$ cat src/rtl/dvp_tx_frame_gen_if.sv
// -----------------------------------------------------------------------------
// dvp_tx_frame_gen_if
//   Pixel-stream handshake feeding the DVP transmitter.
//
//   s_data  : 16-bit RGB565 pixel, [15:8] leaves the transmitter first
//   s_valid : source has a pixel on s_data
//   s_ready : transmitter takes the pixel in this clk when s_valid=1
//
//   master : pixel source (drives s_data/s_valid, observes s_ready)
//   slave  : dvp_tx_frame_gen (observes s_data/s_valid, drives s_ready)
// -----------------------------------------------------------------------------
interface dvp_tx_frame_gen_if;
  logic [15:0] s_data;
  logic        s_valid;
  logic        s_ready;

  modport master (
    output s_data,
    output s_valid,
    input  s_ready
  );

  modport slave (
    input  s_data,
    input  s_valid,
    output s_ready
  );
endinterface

$ cat src/rtl/dvp_tx_frame_gen.sv
// -----------------------------------------------------------------------------
// dvp_tx_frame_gen
//   Camera-side DVP transmitter. Turns a 16-bit RGB565 valid/ready pixel
//   stream into DVP signalling (pclk, vsync, href, 8-bit data). Used as an
//   on-chip camera emulator and as a loopback source for the DVP receiver.
//
//   pclk is clk divided by PCLK_DIV (even, >= 2). Every DVP output changes
//   on the pclk falling event ("tick"), so a receiver sampling on the pclk
//   rising edge always sees settled data.
//
// Ports
//   clk          in   system clock
//   rst_n        in   asynchronous reset, active-low
//   tx_en        in   transmit enable; sampled only in IDLE and at frame end
//   pix          slave pixel stream (s_data / s_valid / s_ready)
//   dvp_pclk_o   out  pixel clock
//   dvp_vsync_o  out  frame sync, active-high
//   dvp_href_o   out  line valid, active-high
//   dvp_data_o   out  pixel byte, 0 whenever href is low
//   busy_o       out  frame generator not idle
//   frame_done_o out  one-clk pulse as each frame ends
//   underflow_o  out  sticky: a pixel slot found no valid pixel
// -----------------------------------------------------------------------------
module dvp_tx_frame_gen #(
  parameter int PCLK_DIV  = 6,
  parameter int H_ACTIVE  = 640,
  parameter int V_ACTIVE  = 480,
  parameter int H_BLANK   = 144,
  parameter int VSYNC_CYC = 1568,
  parameter int VBP_CYC   = 12544,
  parameter int VFP_CYC   = 1568
) (
  input  logic                 clk,
  input  logic                 rst_n,
  input  logic                 tx_en,
  dvp_tx_frame_gen_if.slave    pix,
  output logic                 dvp_pclk_o,
  output logic                 dvp_vsync_o,
  output logic                 dvp_href_o,
  output logic [7:0]           dvp_data_o,
  output logic                 busy_o,
  output logic                 frame_done_o,
  output logic                 underflow_o
);

  // Larger of two integers, used to size the shared state-length counter.
  function automatic int max2(input int a, input int b);
    if (a > b) begin
      return a;
    end else begin
      return b;
    end
  endfunction

  localparam int ACT_CYC = 2 * H_ACTIVE;
  localparam int MAX_CYC = max2(max2(max2(VSYNC_CYC, VBP_CYC), max2(ACT_CYC, H_BLANK)), VFP_CYC);
  localparam int CYC_W   = $clog2(MAX_CYC + 1);
  localparam int DIV_W   = $clog2(PCLK_DIV);
  localparam int LINE_W  = (V_ACTIVE > 1) ? $clog2(V_ACTIVE) : 1;

  typedef enum logic [2:0] {
    ST_IDLE   = 3'd0,
    ST_VSYNC  = 3'd1,
    ST_VBP    = 3'd2,
    ST_ACTIVE = 3'd3,
    ST_HBLANK = 3'd4,
    ST_VFP    = 3'd5
  } state_e;

  state_e            state_q, state_d;
  logic [DIV_W-1:0]  div_q, div_d;
  logic [CYC_W-1:0]  cyc_q, cyc_d;
  logic [LINE_W-1:0] line_q, line_d;
  logic              phase_q, phase_d;   // 0: next ACTIVE tick sends a high byte
  logic [7:0]        lo_q, lo_d;         // low byte of the pixel in flight
  logic              pclk_q, pclk_d;
  logic              vsync_q, vsync_d;
  logic              href_q, href_d;
  logic [7:0]        data_q, data_d;
  logic              busy_q, busy_d;
  logic              done_q, done_d;
  logic              uflow_q, uflow_d;

  logic              tick_s;
  logic              last_s;
  logic              more_lines_s;
  logic              go_active_s;
  logic              fetch_s;
  logic [CYC_W-1:0]  len_m1_s;

  // The divider sits at 0 in IDLE, so every idle clk is a tick and a
  // frame can start on the clk right after tx_en is seen.
  assign tick_s       = (div_q == {DIV_W{1'b0}});
  assign last_s       = (cyc_q == len_m1_s);
  assign more_lines_s = (line_q != LINE_W'(V_ACTIVE - 1));

  // The next pclk period is an ACTIVE one. Built only from registers so
  // s_ready never has a path from s_valid or tx_en.
  assign go_active_s  = tick_s &
                        (((state_q == ST_VBP)    &  last_s) |
                         ((state_q == ST_ACTIVE) & ~last_s) |
                         ((state_q == ST_HBLANK) &  last_s & more_lines_s));
  assign fetch_s      = go_active_s & ~phase_q;
  assign pix.s_ready  = fetch_s;

  // Final tick count of the state currently being held.
  always_comb begin
    len_m1_s = {CYC_W{1'b0}};
    case (state_q)
      ST_VSYNC:  len_m1_s = CYC_W'(VSYNC_CYC - 1);
      ST_VBP:    len_m1_s = CYC_W'(VBP_CYC - 1);
      ST_ACTIVE: len_m1_s = CYC_W'(ACT_CYC - 1);
      ST_HBLANK: len_m1_s = CYC_W'(H_BLANK - 1);
      ST_VFP:    len_m1_s = CYC_W'(VFP_CYC - 1);
      default:   len_m1_s = {CYC_W{1'b0}};
    endcase
  end

  // Frame FSM next state, counters and the registered DVP output values.
  always_comb begin
    state_d = state_q;
    cyc_d   = cyc_q;
    line_d  = line_q;
    phase_d = phase_q;
    lo_d    = lo_q;
    vsync_d = vsync_q;
    href_d  = href_q;
    data_d  = data_q;
    done_d  = 1'b0;
    uflow_d = uflow_q;

    if (tick_s) begin
      // The entry tick of a state is tick 0 of that state.
      if (last_s) begin
        cyc_d = {CYC_W{1'b0}};
      end else begin
        cyc_d = cyc_q + CYC_W'(1);
      end

      case (state_q)
        ST_IDLE: begin
          if (tx_en) begin
            state_d = ST_VSYNC;
          end else begin
            state_d = ST_IDLE;
          end
        end
        ST_VSYNC: begin
          if (last_s) begin
            state_d = ST_VBP;
          end else begin
            state_d = ST_VSYNC;
          end
        end
        ST_VBP: begin
          if (last_s) begin
            state_d = ST_ACTIVE;
            line_d  = {LINE_W{1'b0}};
          end else begin
            state_d = ST_VBP;
          end
        end
        ST_ACTIVE: begin
          if (last_s) begin
            state_d = ST_HBLANK;
          end else begin
            state_d = ST_ACTIVE;
          end
        end
        ST_HBLANK: begin
          if (last_s && more_lines_s) begin
            state_d = ST_ACTIVE;
            line_d  = line_q + LINE_W'(1);
          end else if (last_s) begin
            state_d = ST_VFP;
          end else begin
            state_d = ST_HBLANK;
          end
        end
        ST_VFP: begin
          if (last_s) begin
            done_d = 1'b1;
            if (tx_en) begin
              state_d = ST_VSYNC;
            end else begin
              state_d = ST_IDLE;
            end
          end else begin
            state_d = ST_VFP;
          end
        end
        default: begin
          state_d = ST_IDLE;
        end
      endcase

      vsync_d = (state_d == ST_VSYNC);
      href_d  = (state_d == ST_ACTIVE);

      // Pixel slots are fixed: a starved slot still sends two zero bytes.
      if (fetch_s) begin
        phase_d = 1'b1;
        if (pix.s_valid) begin
          data_d = pix.s_data[15:8];
          lo_d   = pix.s_data[7:0];
        end else begin
          data_d = 8'h00;
          lo_d   = 8'h00;
        end
      end else if (go_active_s) begin
        phase_d = 1'b0;
        data_d  = lo_q;
      end else begin
        phase_d = 1'b0;
        data_d  = 8'h00;
      end
    end else begin
      state_d = state_q;
    end

    // Underflow clears only while parked in IDLE with transmit disabled.
    if ((state_q == ST_IDLE) && !tx_en) begin
      uflow_d = 1'b0;
    end else if (fetch_s && !pix.s_valid) begin
      uflow_d = 1'b1;
    end else begin
      uflow_d = uflow_q;
    end
  end

  // Pixel-clock divider and pclk waveform: low from the tick, high from
  // mid-period, parked low in IDLE.
  always_comb begin
    div_d  = div_q;
    pclk_d = pclk_q;
    busy_d = (state_d != ST_IDLE);

    if (state_d == ST_IDLE) begin
      div_d = {DIV_W{1'b0}};
    end else if (div_q == DIV_W'(PCLK_DIV - 1)) begin
      div_d = {DIV_W{1'b0}};
    end else begin
      div_d = div_q + DIV_W'(1);
    end

    if (state_d == ST_IDLE) begin
      pclk_d = 1'b0;
    end else if (tick_s) begin
      pclk_d = 1'b0;
    end else if (div_q == DIV_W'(PCLK_DIV / 2)) begin
      pclk_d = 1'b1;
    end else begin
      pclk_d = pclk_q;
    end
  end

  // State and output registers; reset aborts any frame in progress.
  always_ff @(posedge clk or negedge rst_n) begin
    if (!rst_n) begin
      state_q <= ST_IDLE;
      div_q   <= {DIV_W{1'b0}};
      cyc_q   <= {CYC_W{1'b0}};
      line_q  <= {LINE_W{1'b0}};
      phase_q <= 1'b0;
      lo_q    <= 8'h00;
      pclk_q  <= 1'b0;
      vsync_q <= 1'b0;
      href_q  <= 1'b0;
      data_q  <= 8'h00;
      busy_q  <= 1'b0;
      done_q  <= 1'b0;
      uflow_q <= 1'b0;
    end else begin
      state_q <= state_d;
      div_q   <= div_d;
      cyc_q   <= cyc_d;
      line_q  <= line_d;
      phase_q <= phase_d;
      lo_q    <= lo_d;
      pclk_q  <= pclk_d;
      vsync_q <= vsync_d;
      href_q  <= href_d;
      data_q  <= data_d;
      busy_q  <= busy_d;
      done_q  <= done_d;
      uflow_q <= uflow_d;
    end
  end

  assign dvp_pclk_o   = pclk_q;
  assign dvp_vsync_o  = vsync_q;
  assign dvp_href_o   = href_q;
  assign dvp_data_o   = data_q;
  assign busy_o       = busy_q;
  assign frame_done_o = done_q;
  assign underflow_o  = uflow_q;

endmodule

$ cat src/flat_wrapper.sv
// flat-port wrapper written by rule: the top's interface ports become plain ports
module dvp_tx_frame_gen_flat 
#(
  parameter int PCLK_DIV  = 6,
  parameter int H_ACTIVE  = 640,
  parameter int V_ACTIVE  = 480,
  parameter int H_BLANK   = 144,
  parameter int VSYNC_CYC = 1568,
  parameter int VBP_CYC   = 12544,
  parameter int VFP_CYC   = 1568
)
  (clk, rst_n, tx_en, dvp_pclk_o, dvp_vsync_o, dvp_href_o, dvp_data_o, busy_o, frame_done_o, underflow_o, pix_s_data, pix_s_valid, pix_s_ready);
  dvp_tx_frame_gen_if pix_i ();
  input  logic clk;
  input  logic rst_n;
  input  logic tx_en;
  output logic dvp_pclk_o;
  output logic dvp_vsync_o;
  output logic dvp_href_o;
  output logic [7:0] dvp_data_o;
  output logic busy_o;
  output logic frame_done_o;
  output logic underflow_o;
  input wire logic [$bits(pix_i.s_data)-1:0] pix_s_data;
  input wire logic [$bits(pix_i.s_valid)-1:0] pix_s_valid;
  output wire logic [$bits(pix_i.s_ready)-1:0] pix_s_ready;
  assign pix_i.s_data = pix_s_data;
  assign pix_i.s_valid = pix_s_valid;
  assign pix_s_ready = pix_i.s_ready;
  dvp_tx_frame_gen #(.PCLK_DIV(PCLK_DIV), .H_ACTIVE(H_ACTIVE), .V_ACTIVE(V_ACTIVE), .H_BLANK(H_BLANK), .VSYNC_CYC(VSYNC_CYC), .VBP_CYC(VBP_CYC), .VFP_CYC(VFP_CYC)) u_core (.clk(clk), .rst_n(rst_n), .tx_en(tx_en), .pix(pix_i), .dvp_pclk_o(dvp_pclk_o), .dvp_vsync_o(dvp_vsync_o), .dvp_href_o(dvp_href_o), .dvp_data_o(dvp_data_o), .busy_o(busy_o), .frame_done_o(frame_done_o), .underflow_o(underflow_o));
endmodule
$ cat config.mk
export PLATFORM = sky130hd
export DESIGN_NAME = dvp_tx_frame_gen_flat
export DESIGN_NICKNAME = d
export VERILOG_FILES = /design/src/rtl/dvp_tx_frame_gen_if.sv /design/src/rtl/dvp_tx_frame_gen.sv /design/src/flat_wrapper.sv
export SDC_FILE = /design/constraint.sdc
export NUM_CORES = 1
export LEC_CHECK = 0
export CAP_MARGIN = 20
export CORE_UTILIZATION = 55
export CTS_BUF_LIST = sky130_fd_sc_hd__clkbuf_8
export DETAILED_ROUTE_END_ITERATION = 6
export PLACE_DENSITY = 0.79
export RECOVER_POWER = 100
export SLEW_MARGIN = 30
export SYNTH_ARGS = -nofsm -noshare
export SYNTH_HDL_FRONTEND = slang
export SYNTH_SLANG_ARGS = --single-unit
$ cat constraint.sdc
create_clock -name clk -period 2.8 [get_ports clk]
set_input_delay 0.28 -clock clk [delete_from_list [all_inputs] [get_ports clk]]
set_output_delay 0.28 -clock clk [all_outputs]
set_load 0.03 [all_outputs]
==> flow_summary_export.csv <==
group,metric,value,unit
outcome,outcome,"finished with violations",
outcome,violations,"setup timing",
detailed_routing,postRouteAntennaNets,0,
floorplan,ioPinCount,35,
clock_network,clock-sinks,52,
global_route,met3_usage,5.08,%
synth,synth_top_cells_by_area,"dfrtp_1 (46%), o31ai_1 (5.1%), nand2_1 (4.8%)",
synth,synth_nets,324,
placement,place_inst,399,
floorplan,fp.coreArea,4820,µm²
sta,maxSlewHeadroom,13.5,%
global_route,grt.met2_usage,39.7,%
layout,final_cell_count_no_fill,410,
synth,synth_area,2800,µm²
synth,synth-async-reset-ratio,100,%
clock_network,numCtsBuffers,5,
layout,final_common_cell,"dfrtp_1",
placement,gp_congestion,0.851,
floorplan,dieArea,5380,µm²
placement,dp_hpwl,4.42,mm
synth,syn_avg_cell_area,9.31,µm²
sta,worstMarginPinSlew,1.30,ns
pwr,combPwrFrac,33.8,%
sta,finalCritPeriodShare,100,%
detailed_routing,vias,2372,
global_route,grt_pass1_wl,10.2,mm
layout,syn2layout_area_growth,21.5,%
pwr,fin_total_pwr,2.16,mW
floorplan,die_w,73.4,µm
synth,ys.flop_type,"dfrtp_1",
layout,layout-drive-gt1-share,10.5,%
floorplan,start_util,58.2,%
sta,fmax,356,MHz
critical_path,worstPathRequired,2.52,ns
detailed_routing,first_iter_violations,187,
global_route,antenna_found_initial,0,
global_route,grt_pass1_vias,2173,
synth,synth_top_area_share,46.4,%
global_route,busiest_layer,"met2",
critical_path,cp.arrival,2.53,ns
sta,whs,0.484,ns
detailed_routing,first_pass_iters,4,
critical_path,path_class,"reg2out",
pwr,p_leak,1.48,nW
placement,pre_cts_ws,0.108,ns
sta,rsz0062_at_grt,"true",
clock_network,clockBufferDepth,2,
pwr,power_report.internal_total,1.35,mW
detailed_routing,wire_per_inst,14.9,µm
synth,yosysWarnings,0,
floorplan,die_h,73.4,µm
job,cap_violations,0,
synth,synth-edff-count,0,
sta,setup_viol,1,
synth,yosysSeqAreaShare,46.4,%
pwr,powerDensity,635,nW/µm²
sta,hold_violations,0,
pwr,sequentialPowerShare,46.1,%
detailed_routing,routed_via_density,5.79,
global_route,grt-ovfl-total,0,
critical_path,worstSetupStartpointType,"register",
critical_path,cp_max_fo,4,
synth,synth_cell_types,49,
clock_network,cts_root_buffer,"clkbuf_8",
synth,synth-seq-cells,52,
pwr,swShare,37.5,%
layout,nNetsFinal,365,
pwr,clkPwrFrac,20.1,%
layout,layout_common_cells,"dfrtp_1 (52), nand2_1 (36), nor2_1 (19), o31ai_1 (19)",
layout,antenna_cells,0,
detailed_routing,route.detailed.drc,0,
sta,fin_skew,0.0108,ns
global_route,grtUsageTotal,24.9,%
floorplan,rows,25,
clock_network,cts_tree,"done",
sta,post-route-min-period,2.81,ns
hold_path,hp-class,"reg2reg",
synth,netlist_instances,301,
pwr,switchingPower,0.811,mW
pwr,peakVddDrop,0.578,mV
sta,maxSlewViolCount,0,
global_route,grt_max_degree,38,
synth,synth_top_area_cell,"dfrtp_1",
global_route,grt_use_met1,34.5,%
detailed_routing,drt_wl_total,6.13,mm
sta,setup_ws,-0.0110,ns
sta,fin_tns_setup,-0.0110,ns
placement,io_buffers,34,
clock_network,clock_latency,0.31,ns
clock_network,h-tree-depth,2,
critical_path,crit_path_end_kind,"primary output",
clock_network,clk_pin_slew,0.09,ns
layer usage:
layer  part of all wire [%]  up-vias
met2                     48       70
met3                    5.5        5
met5                      0        -
met1                     45     1128
met4                   0.90        0
li1                       -     1169
power by group through the flow:
stage          Clock [mW]  Sequential [mW]  Combinational (mW)
2_1_floorplan           0             1.01               0.468
3_3_place_gp            0             1.00               0.679
3_5_place_dp            0             1.01               0.701
4_1_cts             0.445            0.994               0.719
5_1_grt             0.477             1.02               0.820
6_report            0.435            0.997               0.732
cells by family (layout without fill, tap and decap cells):
family | after synthesis | in the layout | share of synthesized area [%]
adders and majority gates | 3 | 3 | 1.34
and+or+nand+nor | 113 | 113 | 20.4
xor gates and xnor gates | 14 | 14 | 4.38
DFF | 52 | 52 | 46.4
AOI/OAI and AO/OA | 72 | 72 | 18.2
muxes | 10 | 10 | 3.62
buffers and inverters | 37 | 79 | 5.63
metrics by stage:
step,area (µm²),utilization (%)
after floorplan,2800,-
after global placement,3250,67.4
after detailed placement,3250,67.4
after CTS,3390,70.3
after global routing,3400,70.7
final,3400,70.7
worst max-delay path, stage by stage (launching register included):
cell and delay [ns]:
dfrtp_1 0.42, or3_4 0.38, nand3_1 0.07, or4b_4 0.46
or3_4 0.41, a211oi_4 0.32, buf_6 0.18
area by class of cell:
| cell class | instances | area, µm² |
|---|---|---|
| Sequential cell | 52 | 1300 |
| Clock inverter | 2 | 10.0 |
| Fill cell | 386 | 1410 |
| Clock buffer | 6 | 82.6 |
| Inverter | 18 | 67.6 |
| Tap cell | 67 | 83.8 |
| Timing Repair Buffer | 53 | 464 |
| Multi-Input combinational cell | 212 | 1400 |
synth_stat cells, types with 3 or more instances:
master    count
nor2_1       19
mux2i_1       9
and3_1        3
o31ai_1      19
nand3_1      14
nor3_1        7
nor2b_1       4
dfrtp_1      52
or3_1         4
clkbuf_1     13
ha_1          3
o21ai_0      11
buf_2         3
xor2_1        7
a21oi_1       8
nand2b_1      4
inv_1        18
nand4_1       7
xnor2_1       7
a22oi_1       8
nand2_1      36
nor4_1        7
worst paths after layout:
path	slack, ns	startpoint	endpoint	cells past startpoint
min in group asynchronous	0.78	rst_n	u_core.cyc_q[10]$_DFFE_PN0P_	2
max in group asynchronous	0.71	rst_n	u_core.lo_q[6]$_DFFE_PN0P_	3
worst max register to register	0.20	u_core.state_q[2]$_DFF_PN0_	u_core.line_q[3]$_DFFE_PN0P_	9
worst min register to register	0.48	u_core.line_q[8]$_DFFE_PN0P_	u_core.line_q[8]$_DFFE_PN0P_	1
worst max-delay path	-0.01	u_core.state_q[2]$_DFF_PN0_	pix_s_ready	6
worst min-delay path	0.48	u_core.line_q[8]$_DFFE_PN0P_	u_core.line_q[8]$_DFFE_PN0P_	1
state kept, by name (all words and copies together), names as in the netlist:
signal	cells
u_core.dvp_vsync_o	1
u_core.busy_o	1
u_core.underflow_o	1
u_core.state_q	3
u_core.dvp_pclk_o	1
u_core.div_q	3
u_core.frame_done_o	1
u_core.cyc_q	14
u_core.dvp_href_o	1
u_core.phase_q	1
u_core.line_q	9
u_core.lo_q	8
u_core.dvp_data_o	8
what timing repair did:
| action | CTS | global route |
|---|---|---|
| hold buffers | 1 | 0 |
| pin swaps | 4 | 1 |
| buffers inserted | 2 | 0 |
| resized for setup | 4 | 5 |
| endpoints found under the hold margin | 24 | 0 |
| endpoints found under the setup margin | 1 | 2 |
Power figures use the tool's default switching activity.
